## src/rtl/status_display_ctrl.sv

```systemverilog
// status_display_ctrl: login status FSM with lockout driving a multiplexed, blinking 7-segment display
module status_display_ctrl #(
  parameter int NUM_DIGITS     = 4,
  parameter int REFRESH_CYCLES = 1000,
  parameter int BLINK_CYCLES   = 25000000,
  parameter int MAX_FAILS      = 3
) (
  input  logic                  Clock,
  input  logic                  Reset,
  input  logic [1:0]            WarningFlag,
  input  logic                  FlagValid,
  input  logic                  Clear,
  output logic [6:0]            SegOut,
  output logic [NUM_DIGITS-1:0] DigitEn,
  output logic                  Locked,
  output logic [3:0]            FailCount
);
  localparam int RW = $clog2(REFRESH_CYCLES);
  localparam int BW = $clog2(BLINK_CYCLES);
  localparam int SW = $clog2(NUM_DIGITS);
  localparam logic [RW-1:0] REF_LAST   = RW'(REFRESH_CYCLES - 1);
  localparam logic [BW-1:0] BLINK_LAST = BW'(BLINK_CYCLES - 1);
  localparam logic [SW-1:0] SCAN_LAST  = SW'(NUM_DIGITS - 1);
  localparam logic [3:0]    MAXF       = 4'(MAX_FAILS);
  localparam logic [6:0]    BLANK      = 7'b1111111;
  typedef enum logic [1:0] {IDLE, PASS, FAIL, LOCK} state_t;
  state_t state, stateNext;
  logic [3:0] failNext;
  logic [RW-1:0] refCnt;
  logic [SW-1:0] scanIdx;
  logic [BW-1:0] blinkCnt;
  logic blinkOn, failIn, blinking;
  logic [6:0] stateGlyph, countGlyph, segNext;
  function automatic logic [6:0] decGlyph(input logic [3:0] d);
    case (d)
      4'd0:    decGlyph = 7'b1000000;
      4'd1:    decGlyph = 7'b1111001;
      4'd2:    decGlyph = 7'b0100100;
      4'd3:    decGlyph = 7'b0110000;
      4'd4:    decGlyph = 7'b0011001;
      4'd5:    decGlyph = 7'b0010010;
      4'd6:    decGlyph = 7'b0000010;
      4'd7:    decGlyph = 7'b1111000;
      4'd8:    decGlyph = 7'b0000000;
      4'd9:    decGlyph = 7'b0010000;
      default: decGlyph = BLANK;
    endcase
  endfunction
  always_comb begin
    stateNext = state;
    failNext = FailCount;
    failIn = FlagValid && WarningFlag == 2'b01 && state != LOCK && !Clear;
    if (Clear) begin
      stateNext = IDLE;
      failNext = '0;
    end else if (FlagValid && state != LOCK) begin
      if (WarningFlag == 2'b01) begin
        failNext = FailCount + 4'd1;
        stateNext = failNext == MAXF ? LOCK : FAIL;
      end else if (WarningFlag == 2'b10) begin
        stateNext = PASS;
        failNext = '0;
      end else if (WarningFlag == 2'b11) begin
        stateNext = IDLE;
      end
    end
  end
  always_comb begin
    stateGlyph = state == IDLE ? 7'b1000000 : state == PASS ? 7'b0001100 :
                 state == FAIL ? 7'b0001110 : 7'b1000111;
    countGlyph = decGlyph(FailCount);
    blinking = (state == FAIL || state == LOCK) && !blinkOn;
    segNext = scanIdx == '0 ? (blinking ? BLANK : stateGlyph) :
              scanIdx == SW'(1) ? countGlyph : BLANK;
  end
  always_ff @(posedge Clock) begin
    if (Reset) begin
      state <= IDLE;
      FailCount <= '0;
      Locked <= 1'b0;
      refCnt <= '0;
      scanIdx <= '0;
      blinkCnt <= '0;
      blinkOn <= 1'b1;
      SegOut <= BLANK;
      DigitEn <= '1;
    end else begin
      state <= stateNext;
      FailCount <= failNext;
      Locked <= stateNext == LOCK;
      refCnt <= refCnt == REF_LAST ? '0 : refCnt + 1'b1;
      if (refCnt == REF_LAST) scanIdx <= scanIdx == SCAN_LAST ? '0 : scanIdx + 1'b1;
      // every fail acceptance restarts the blink on its visible phase
      if (failIn) begin
        blinkCnt <= '0;
        blinkOn <= 1'b1;
      end else if (state == FAIL || state == LOCK) begin
        blinkCnt <= blinkCnt == BLINK_LAST ? '0 : blinkCnt + 1'b1;
        if (blinkCnt == BLINK_LAST) blinkOn <= ~blinkOn;
      end else begin
        blinkCnt <= '0;
        blinkOn <= 1'b1;
      end
      SegOut <= segNext;
      DigitEn <= ~(NUM_DIGITS'(1) << scanIdx);
    end
  end
endmodule

```

## config.mk

```make
export PLATFORM = sky130hd
export DESIGN_NAME = status_display_ctrl
export DESIGN_NICKNAME = d
export VERILOG_FILES = /design/src/rtl/status_display_ctrl.sv
export SDC_FILE = /design/constraint.sdc
export NUM_CORES = 1
export LEC_CHECK = 0
export CAP_MARGIN = 40
export CORE_ASPECT_RATIO = 1.25
export CORE_MARGIN = 2
export CORE_UTILIZATION = 39
export DETAILED_ROUTE_END_ITERATION = 8
export GPL_TIMING_DRIVEN = 0
export PLACE_DENSITY = 0.65
export SYNTH_ARGS = -nofsm -noshare
export SYNTH_HDL_FRONTEND = slang
export SYNTH_SLANG_ARGS = --single-unit
```

## constraint.sdc

```tcl
create_clock -name Clock -period 3.1 [get_ports Clock]
set_input_delay 0.62 -clock Clock [delete_from_list [all_inputs] [get_ports Clock]]
set_output_delay 0.62 -clock Clock [all_outputs]
set_load 0.1 [all_outputs]
```

# --- After elaboration in Yosys (flattened, before gate mapping) ---
# Memory sizes are Yosys's and may differ from the RTL's. A register that Yosys moved wholly into a read port is not among the register bits.
# Index checks and enable logic that the tools add are counted.
# Widths: inputs -> output; s select.
op_classes:
  n_addsub: 4
  n_eq_ne: 13
  n_shift: 1
  n_mux: 17
  bitwise_logic: 3
  reduce_logical: 16
op_table:
  columns: ["cell", "n"]
  rows:
  - ["$mux 7", 6]
  - ["$add 25x1->25 const B", 1]
  - ["$eq 25x25->1 const B", 1]
  - ["$mux 4", 4]
  - ["$eq 2x2->1 const B", 6]
  - ["$mux 2", 6]
  - ["$add 10x1->10 const B", 1]
  - ["$eq 10x10->1 const B", 1]
  - ["$eq 2x1->1 const B", 3]
  - ["$logic_and 1x1->1", 5]
  - ["$add 4x1->4 const B", 1]
  - ["$eq 4x2->1 const B", 1]
  - ["$logic_not 2->1", 2]
  - ["$not 4->4", 1]
  - ["$reduce_or 2->1", 2]
  - ["$reduce_or 4->1", 1]
  - ["$shl 1x2->4 const A", 1]
  - ["$reduce_or 3->1", 1]
  - ["$add 2x1->2 const B", 1]
  - ["$logic_not 1->1", 2]
  - ["$ne 2x2->1 const B", 1]
  - ["$not 1->1", 2]
  - ["$reduce_and 2->1", 1]
  - ["$reduce_bool 2->1", 1]
  - ["other kinds (2)", 2]
totals:
  register_bits: 56
  romBits: 112
  inputBits: 6
  output_inout_bits: 16
  elab_cells: 64
  memories: 1
memory_table:
  columns: ["memory", "words", "word_bits", "rd", "rd_clocked_by_memory_dff", "wr", "line_no", "source"]
  rows:
  - ["(no name shown)", 16, 7, 1, 1, 0, "35", "case (d)"]

# --- Depth between registers and ports, before layout ---
# Gate-level depths: netlist of run 1.
depth:
  word_depth: 7
  ltp_mapped: 10

# --- Least setup slack after synthesis of run 1 ---
# No wires, ideal clock.
synth_path:
  path_kind: "register to register"
  from: "register FailCount[0]"
  to: "register, netlist name countGlyph[5]"
  arrival_ns: 2.454
  t_required_ns: 3.030
  slack_ns: 0.576
  path_stages_with_launch: 10
  cell_sequence: "dfxtp_1 > inv_1 > ha_1 > nand3b_1 > nand2_1 > and2_1 > inv_1 > ha_1 > o21a_1 > a21oi_1"
synth_between:
  elab_chain_cells: 4
synth_lines:
  columns: ["element", "line_no", "source"]
  rows:
  - ["start, declared", "16", "output logic [3:0] FailCount"]
  - ["start signal, assigned", "89", "FailCount <= failNext;"]
  - ["$add 4x1->4", "58", "failNext = FailCount + 4'd1;"]
  - ["$mux 4", "57", "if (WarningFlag == 2'b01) begin"]
  - ["$mux 4 (no line) (*) (2 in series)", null, null]
# Mark *: on every way between the ends. The rest lies on a longest branch, timed or not.
# A chain may end at the register's enable or synchronous reset.

# --- Worst setup path in the final report of run 1 ---
layout_path:
  from: "input port WarningFlag[0]"
  to: "register, netlist name countGlyph[4]"
layout_between:
  elab_chain_cells: 5
  word_cells_on_any_way: 7
  cone_classes: "eq/ne: 2; mux: 3; reduce/logical: 2"
layout_lines:
  columns: ["element", "line_no", "source"]
  rows:
  - ["start, declared", "10", "input logic [1:0] WarningFlag,"]
  - ["$eq 2x1->1 / $eq 2x2->1 (equally long branches)", "57, 60", null]
  - ["$reduce_bool 2->1 (no line)", null, null]
  - ["$reduce_and 2->1 (no line)", null, null]
  - ["$mux 4 (no line) (*) (2 in series)", null, null]
# Marked as above.

==> results.json, run 1 <==
{
  "outcome": "finished, final reports clean",
  "arrival_ns": 3.17,
  "regArea_sq_um": 1260,
  "io_buffers": 21,
  "fin_worst_skew_ns": 0.00463,
  "n_fill_cell": 695,
  "die_w_microns": 80.9,
  "cap_violations": 0,
  "clockBufferDepth": 2,
  "grt_pass1_vias": 2115,
  "ff2ff_setup_slack_ns": 0.69,
  "vias_per_cell": 4.76,
  "dp_hpwl_mm": 4.03,
  "clkTransAtPathRegs_ns": 0.07,
  "syn-num-nets": 349,
  "antenna_found_initial": 0,
  "fin_cells": 467,
  "ir_worst_vdd_uv": 237,
  "fin_crit_ns": 2.91,
  "die_h_microns": 100,
  "fin_crit_sh_pct": 93.9,
  "r2r-end": "countGlyph[4]",
  "synth_top_area_share_pct": 43.7,
  "leakage_nw": 1.36,
  "slew_headroom_pct": 45.0,
  "tightest_slew_ns": 0.817,
  "layout_common_cells": "dfxtp_1 (63), nor2_1 (50), nand2_1 (23)",
  "startpoint": "WarningFlag[0]",
  "fin_nets": 397,
  "ios": 22,
  "clk_latency_ns": 0.34,
  "track_usage_pct": 14.9,
  "hold_path_class": "reg -> reg",
  "htreeDepth": 3,
  "wl_per_cell_microns": 11.7,
  "drt_iter0_markers": 88,
  "yosysUniqueCellTypes": 42,
  "post-place-ws_ns": -0.446,
  "wl_met1_mm": 2.31,
  "rsz0062_at_grt": "no",
  "drive_gt1_share_pct": 11.7,
  "tritoncts": "done",
  "multiInputGateArea_sq_um": 1490,
  "clockRootBuffer": "clkbuf_8",
  "cpPeakStageDelay_ns": 0.54,
  "r2r-start": "state[0]",
  "synth_area_sq_um": 2880,
  "dieArea_sq_um": 8100,
  "grt_pass1_wl_mm": 9.29,
  "drt_pass1_iterations": 4,
  "tns_ns": 0,
  "critPathKind": "in -> reg",
  "post_cts_buffers": 0,
  "overflow": 0,
  "routed_wl_mm": 5.45,
  "utilization_pct": 50.2,
  "end_kind": "flop",
  "start_util_pct": 39.7,
  "ys_warn_count": 0,
  "seq_area_frac_synth_pct": 43.7,
  "dpl.cell_count": 451,
  "wl_met3_microns": 166,
  "maxSlewViolCount": 0,
  "crit_slowest_cell": "clkdlybuf4s50_1",
  "required_ns": 3.36,
  "met2_length_mm": 2.89,
  "diodes": 0,
  "r2r_cells": 8,
  "finalHoldViolCount": 0,
  "crit_fanout": 5,
  "final_common_cell": "dfxtp_1",
  "num_rows": 35,
  "synth_ff_type": "dfxtp_1",
  "path_cells": "clkdlybuf4s50_1 > inv_1 > ha_1 > or3b_2 > nand2_1 > nand2_1 > and2_1 > ha_1 > mux2_2 > a22oi_1",
  "final.setup.worst_slack_ns": 0.189,
  "synth-async-reset-ratio_pct": 0,
  "ys_top_cells_by_area": "dfxtp_1 (44%), ha_1 (9.1%), nor2_1 (6.5%)",
  "drc": 0,
  "routed.top_layer": "met4",
  "coreArea_sq_um": 7270,
  "timing.fmax_mhz": 344,
  "area_delta_synth_final_pct": 26.6,
  "syn_inst": 322,
  "post-synth-top-area-cell": "dfxtp_1",
  "syn_area_per_cell_sq_um": 8.96,
  "postRouteAntennaNets": 0,
  "cts.sinks": 63,
  "cts_buffers": 9,
  "ys_ff_latch": 63,
  "place.gp.congestion": 0.834,
  "setup_viol": 0,
  "vias": 2223,
  "startpoint_type": "primary input",
  "min_from": "blinkCnt[0]",
  "grt_max_degree": 12,
  "p_per_area_nw_per_um2": 451,
  "synth-edff-count": 0,
  "crit_end": "countGlyph[4]"
}
-- critical path: cells and delay by family --
kind	cells	cell delay, ns
simple gates	4	0.94
buf+inv	2	0.60
fa+ha+maj	2	0.53
compound gates	1	0.19
mux	1	0.27
-- per-stage QoR --
stage               instance area [sq um]  hold slack [ns]  total power [mW]
CTS                                  3640            0.444              1.67
global placement                     3210            0.419             0.956
finish                               3650            0.437              1.65
detailed placement                   3450            0.433             0.978
global route                         3650            0.468              1.72
floorplan                            2880            0.410             0.925
-- final cells by class --
class	instances	area share, %
plain buffers	9	1.78
clock buffers	10	3.49
clock inverters	6	1.68
inverters	21	2.16
multi-input cells	229	40.9
flip-flops and latches	63	34.5
well taps	92	3.15
repair buffers	37	12.3
-- worst min-delay path by stage --
stage,end,slack [ns],cells past startpoint
after floorplan,blinkCnt[0],0.41,1
after global placement,blinkCnt[0],0.42,1
after detailed placement,blinkCnt[0],0.43,1
after CTS,blinkCnt[0],0.44,1
after global routing,blinkCnt[0],0.47,1
final,blinkCnt[0],0.44,1
-- where the power goes --
| group | internal, mW | total [mW] | switching, mW |
|---|---|---|---|
| clock | 0.368 | 0.688 | 0.320 |
| combinational | 0.0507 | 0.134 | 0.0830 |
| sequential | 0.821 | 0.826 | 0.00543 |
| total | 1.24 | 1.65 | 0.409 |
-- state kept, by name, indices dropped and copies added (netlist names) --
register / cells
state: 2
blinkCnt: 25
FailCount: 4
refCnt: 10
countGlyph: 7
DigitEn: 4
Locked: 1
SegOut: 7
blinkOn: 1
scanIdx: 2
-- Yosys cell counts, drive strengths merged (2+ instances only) --
library cell,count
and2,3
mux2i,4
o21ai,10
nor4,5
nand2,23
o21a,2
nand3,12
a22oi,3
nor2,50
inv,21
nor2b,3
ha,21
o22ai,3
or4,2
dfxtp,63
nand3b,2
nor3,7
clkbuf,5
and3,2
nand2b,9
nand4,7
or2,2
or3,5
a21oi,8
xnor2,18
buf,4
xor2,14
and4,3
-- routing by layer --
layer  vias up  GRT usage, %
met2        20          26.0
met5         -             0
met1      1025          16.6
met4         0          5.87
li1       1170             -
met3         8          4.95
-- kinds of logic after synthesis --
| family | share of synthesized area, % |
|---|---|
| and+or+nand+nor | 23.9 |
| DFF | 43.7 |
| AOI/OAI and AO/OA | 6.72 |
| xor gates and xnor gates | 9.72 |
| buffers and inverters | 4.99 |
| adders and majority gates | 9.11 |
| muxes | 1.78 |
-- what timing repair did --
action | CTS | global route
endpoints found under the setup margin | 1 | 5
pin swaps | 0 | 0
hold endpoints to repair | 0 | 0
hold buffers | 0 | 0
resized for setup | 1 | 4
No activity file was read; power rests on OpenSTA's default activity.
==> inputs of run 2 (changes only) <==
--- a/config.mk
+++ b/config.mk
@@ -7,7 +7,6 @@
 export LEC_CHECK = 0
 export CAP_MARGIN = 40
 export CORE_ASPECT_RATIO = 1.25
-export CORE_MARGIN = 2
 export CORE_UTILIZATION = 39
 export DETAILED_ROUTE_END_ITERATION = 8
 export GPL_TIMING_DRIVEN = 0
==> run 2 against run 1 <==
  * Via count increased by 1.4%
  * Die area down 4.4%
  * Global-route usage increased by 0.59 points
  * Final cell count fell by 0.43%
  * Register-to-register slack improved by 0.08 ns
  * Clock-buffer cell count unchanged
  * Utilization is 2.0 points higher
  * Sequential cell count stayed put
  * Non-clock buffer count is the same
  * Highest routed layer unchanged
==> results.json, run 2 (synthesized netlist as in run 1, its figures left out) <==
{
  "holdWs_ns": 0.440,
  "drc": 0,
  "vias_per_cell": 4.85,
  "die_w_microns": 78.9,
  "io_buffers": 21,
  "leakage_nw": 1.38,
  "n_fill_cell": 685,
  "diodes": 0,
  "drt_iter0_markers": 74,
  "postRouteAntennaNets": 0,
  "finalHoldViolCount": 0,
  "tns_ns": 0,
  "r2r_cells": 8,
  "end_kind": "flop",
  "postCtsHoldBufs": 0,
  "required_ns": 3.37,
  "drt_pass1_iterations": 4,
  "grt_pass1_vias": 2187,
  "arrival_ns": 3.13,
  "outcome": "finished, final reports clean",
  "overflow": 0,
  "top_register": "blinkCnt",
  "tightest_slew_ns": 0.766,
  "rsz0062_at_grt": "no",
  "place.gp.congestion": 0.745,
  "post-place-ws_ns": -0.475,
  "cpPeakStageDelay_ns": 0.53,
  "ios": 22,
  "num_rows": 34,
  "cts_resized": 1,
  "cp.depth": 10,
  "final_common_cell": "dfxtp_1",
  "whs_path_depth": 1,
  "cts_buffers": 9,
  "grt_pass1_wl_mm": 9.39,
  "multiInputGateArea_sq_um": 1490,
  "fin_worst_skew_ns": 0.00699,
  "antenna_found_initial": 0,
  "drive_gt1_share_pct": 11.7,
  "routed_wl_mm": 5.27,
  "clockBufferDepth": 2,
  "die_h_microns": 98.1,
  "crit_fanout": 5,
  "dp_hpwl_mm": 3.94,
  "cp_top_family": "simple AND/OR/NAND/NOR gates",
  "startpoint_type": "primary input",
  "final.setup.worst_slack_ns": 0.244,
  "path_buf_inv": 2,
  "wl_per_cell_microns": 11.3,
  "start_util_pct": 40.8,
  "critPathKind": "in -> reg",
  "grt_max_degree": 13,
  "timing.fmax_mhz": 350,
  "maxSlewViolCount": 0,
  "layout_common_cells": "dfxtp_1 (63), nor2_1 (50), nand2_1 (23)",
  "slew_headroom_pct": 48.5,
  "post_cts_buffers": 0,
  "vias": 2255,
  "area_delta_synth_final_pct": 27.9,
  "largest_reg_flops": 25,
  "largest_registers": "blinkCnt: 25 flops, refCnt: 10 flops",
  "clockRootBuffer": "clkbuf_8",
  "tritoncts": "done",
  "regArea_sq_um": 1260,
  "coreArea_sq_um": 7060,
  "crit_slowest_cell": "clkdlybuf4s50_1",
  "setup_viol": 0,
  "fin_nets": 397,
  "hold_path_class": "reg -> reg",
  "fin_crit_ns": 2.86,
  "cts.sinks": 63,
  "track_usage_pct": 15.5,
  "p_per_area_nw_per_um2": 479,
  "dieArea_sq_um": 7750,
  "cap_violations": 0,
  "fin_crit_sh_pct": 92.1,
  "ff2ff_setup_slack_ns": 0.77,
  "clkTransAtPathRegs_ns": 0.07,
  "clk_latency_ns": 0.34,
  "htreeDepth": 3,
  "path_cells": "clkdlybuf4s50_1 > inv_1 > ha_1 > or3b_2 > nand2_1 > nand2_1 > and2_1 > ha_1 > mux2_2 > a22oi_1",
  "ir_worst_vdd_uv": 226
}
## run 2: changes by cell type in the layout (fill, tap and decap cells not counted)
cell       previous run  this run
clkbuf_8              9        10
o21ai_1               1         2
bufinv_16             1         2
clkbuf_1              6         5
clkinv_4              1         3
clkinv_2              3         0
o21ai_2               1         0
## run 2: worst paths after layout
kind	from	endpoint
hold / removal	blinkCnt[0]	blinkCnt[0]
setup / recovery	WarningFlag[0]	countGlyph[4]
setup reg to reg	state[0]	countGlyph[4]
hold reg to reg	blinkCnt[0]	blinkCnt[0]
## run 2: metrics by stage
stage / power [mW] / std cells / cell area [sq um] / utilization, %
after global placement: 0.956 / 433 / 3210 / 45.4
final: 1.77 / 465 / 3690 / 52.2
after CTS: 1.79 / 465 / 3680 / 52.1
after floorplan: 0.925 / 322 / 2880 / -
after global routing: 1.84 / 465 / 3690 / 52.2
after detailed placement: 0.979 / 449 / 3450 / 48.8
## run 2: cell type report
class	count	area share (%)
Clock inverter	6	2.54
Multi-Input combinational cell	229	40.4
Sequential cell	63	34.2
Timing Repair Buffer	37	12.2
Buffer	9	1.76
Tap cell	90	3.05
Inverter	21	2.14
Clock buffer	10	3.73
## run 2: layer usage
layer / vias up / global-route usage (%) / wire [microns]
met4: 0 / 8.95 / 125
met5: - / 0 / 0
met1: 1047 / 17.3 / 2300
met3: 12 / 3.93 / 119
met2: 23 / 26.6 / 2720
li1: 1173 / - / -
## run 2: power breakdown
group / switching (mW) / internal (mW) / total (mW) / leakage, nW
Combinational: 0.0832 / 0.0508 / 0.134 / 0.751
Sequential: 0.00592 / 0.821 / 0.826 / 0.511
Clock: 0.327 / 0.478 / 0.805 / 0.113
Total: 0.416 / 1.35 / 1.77 / 1.38
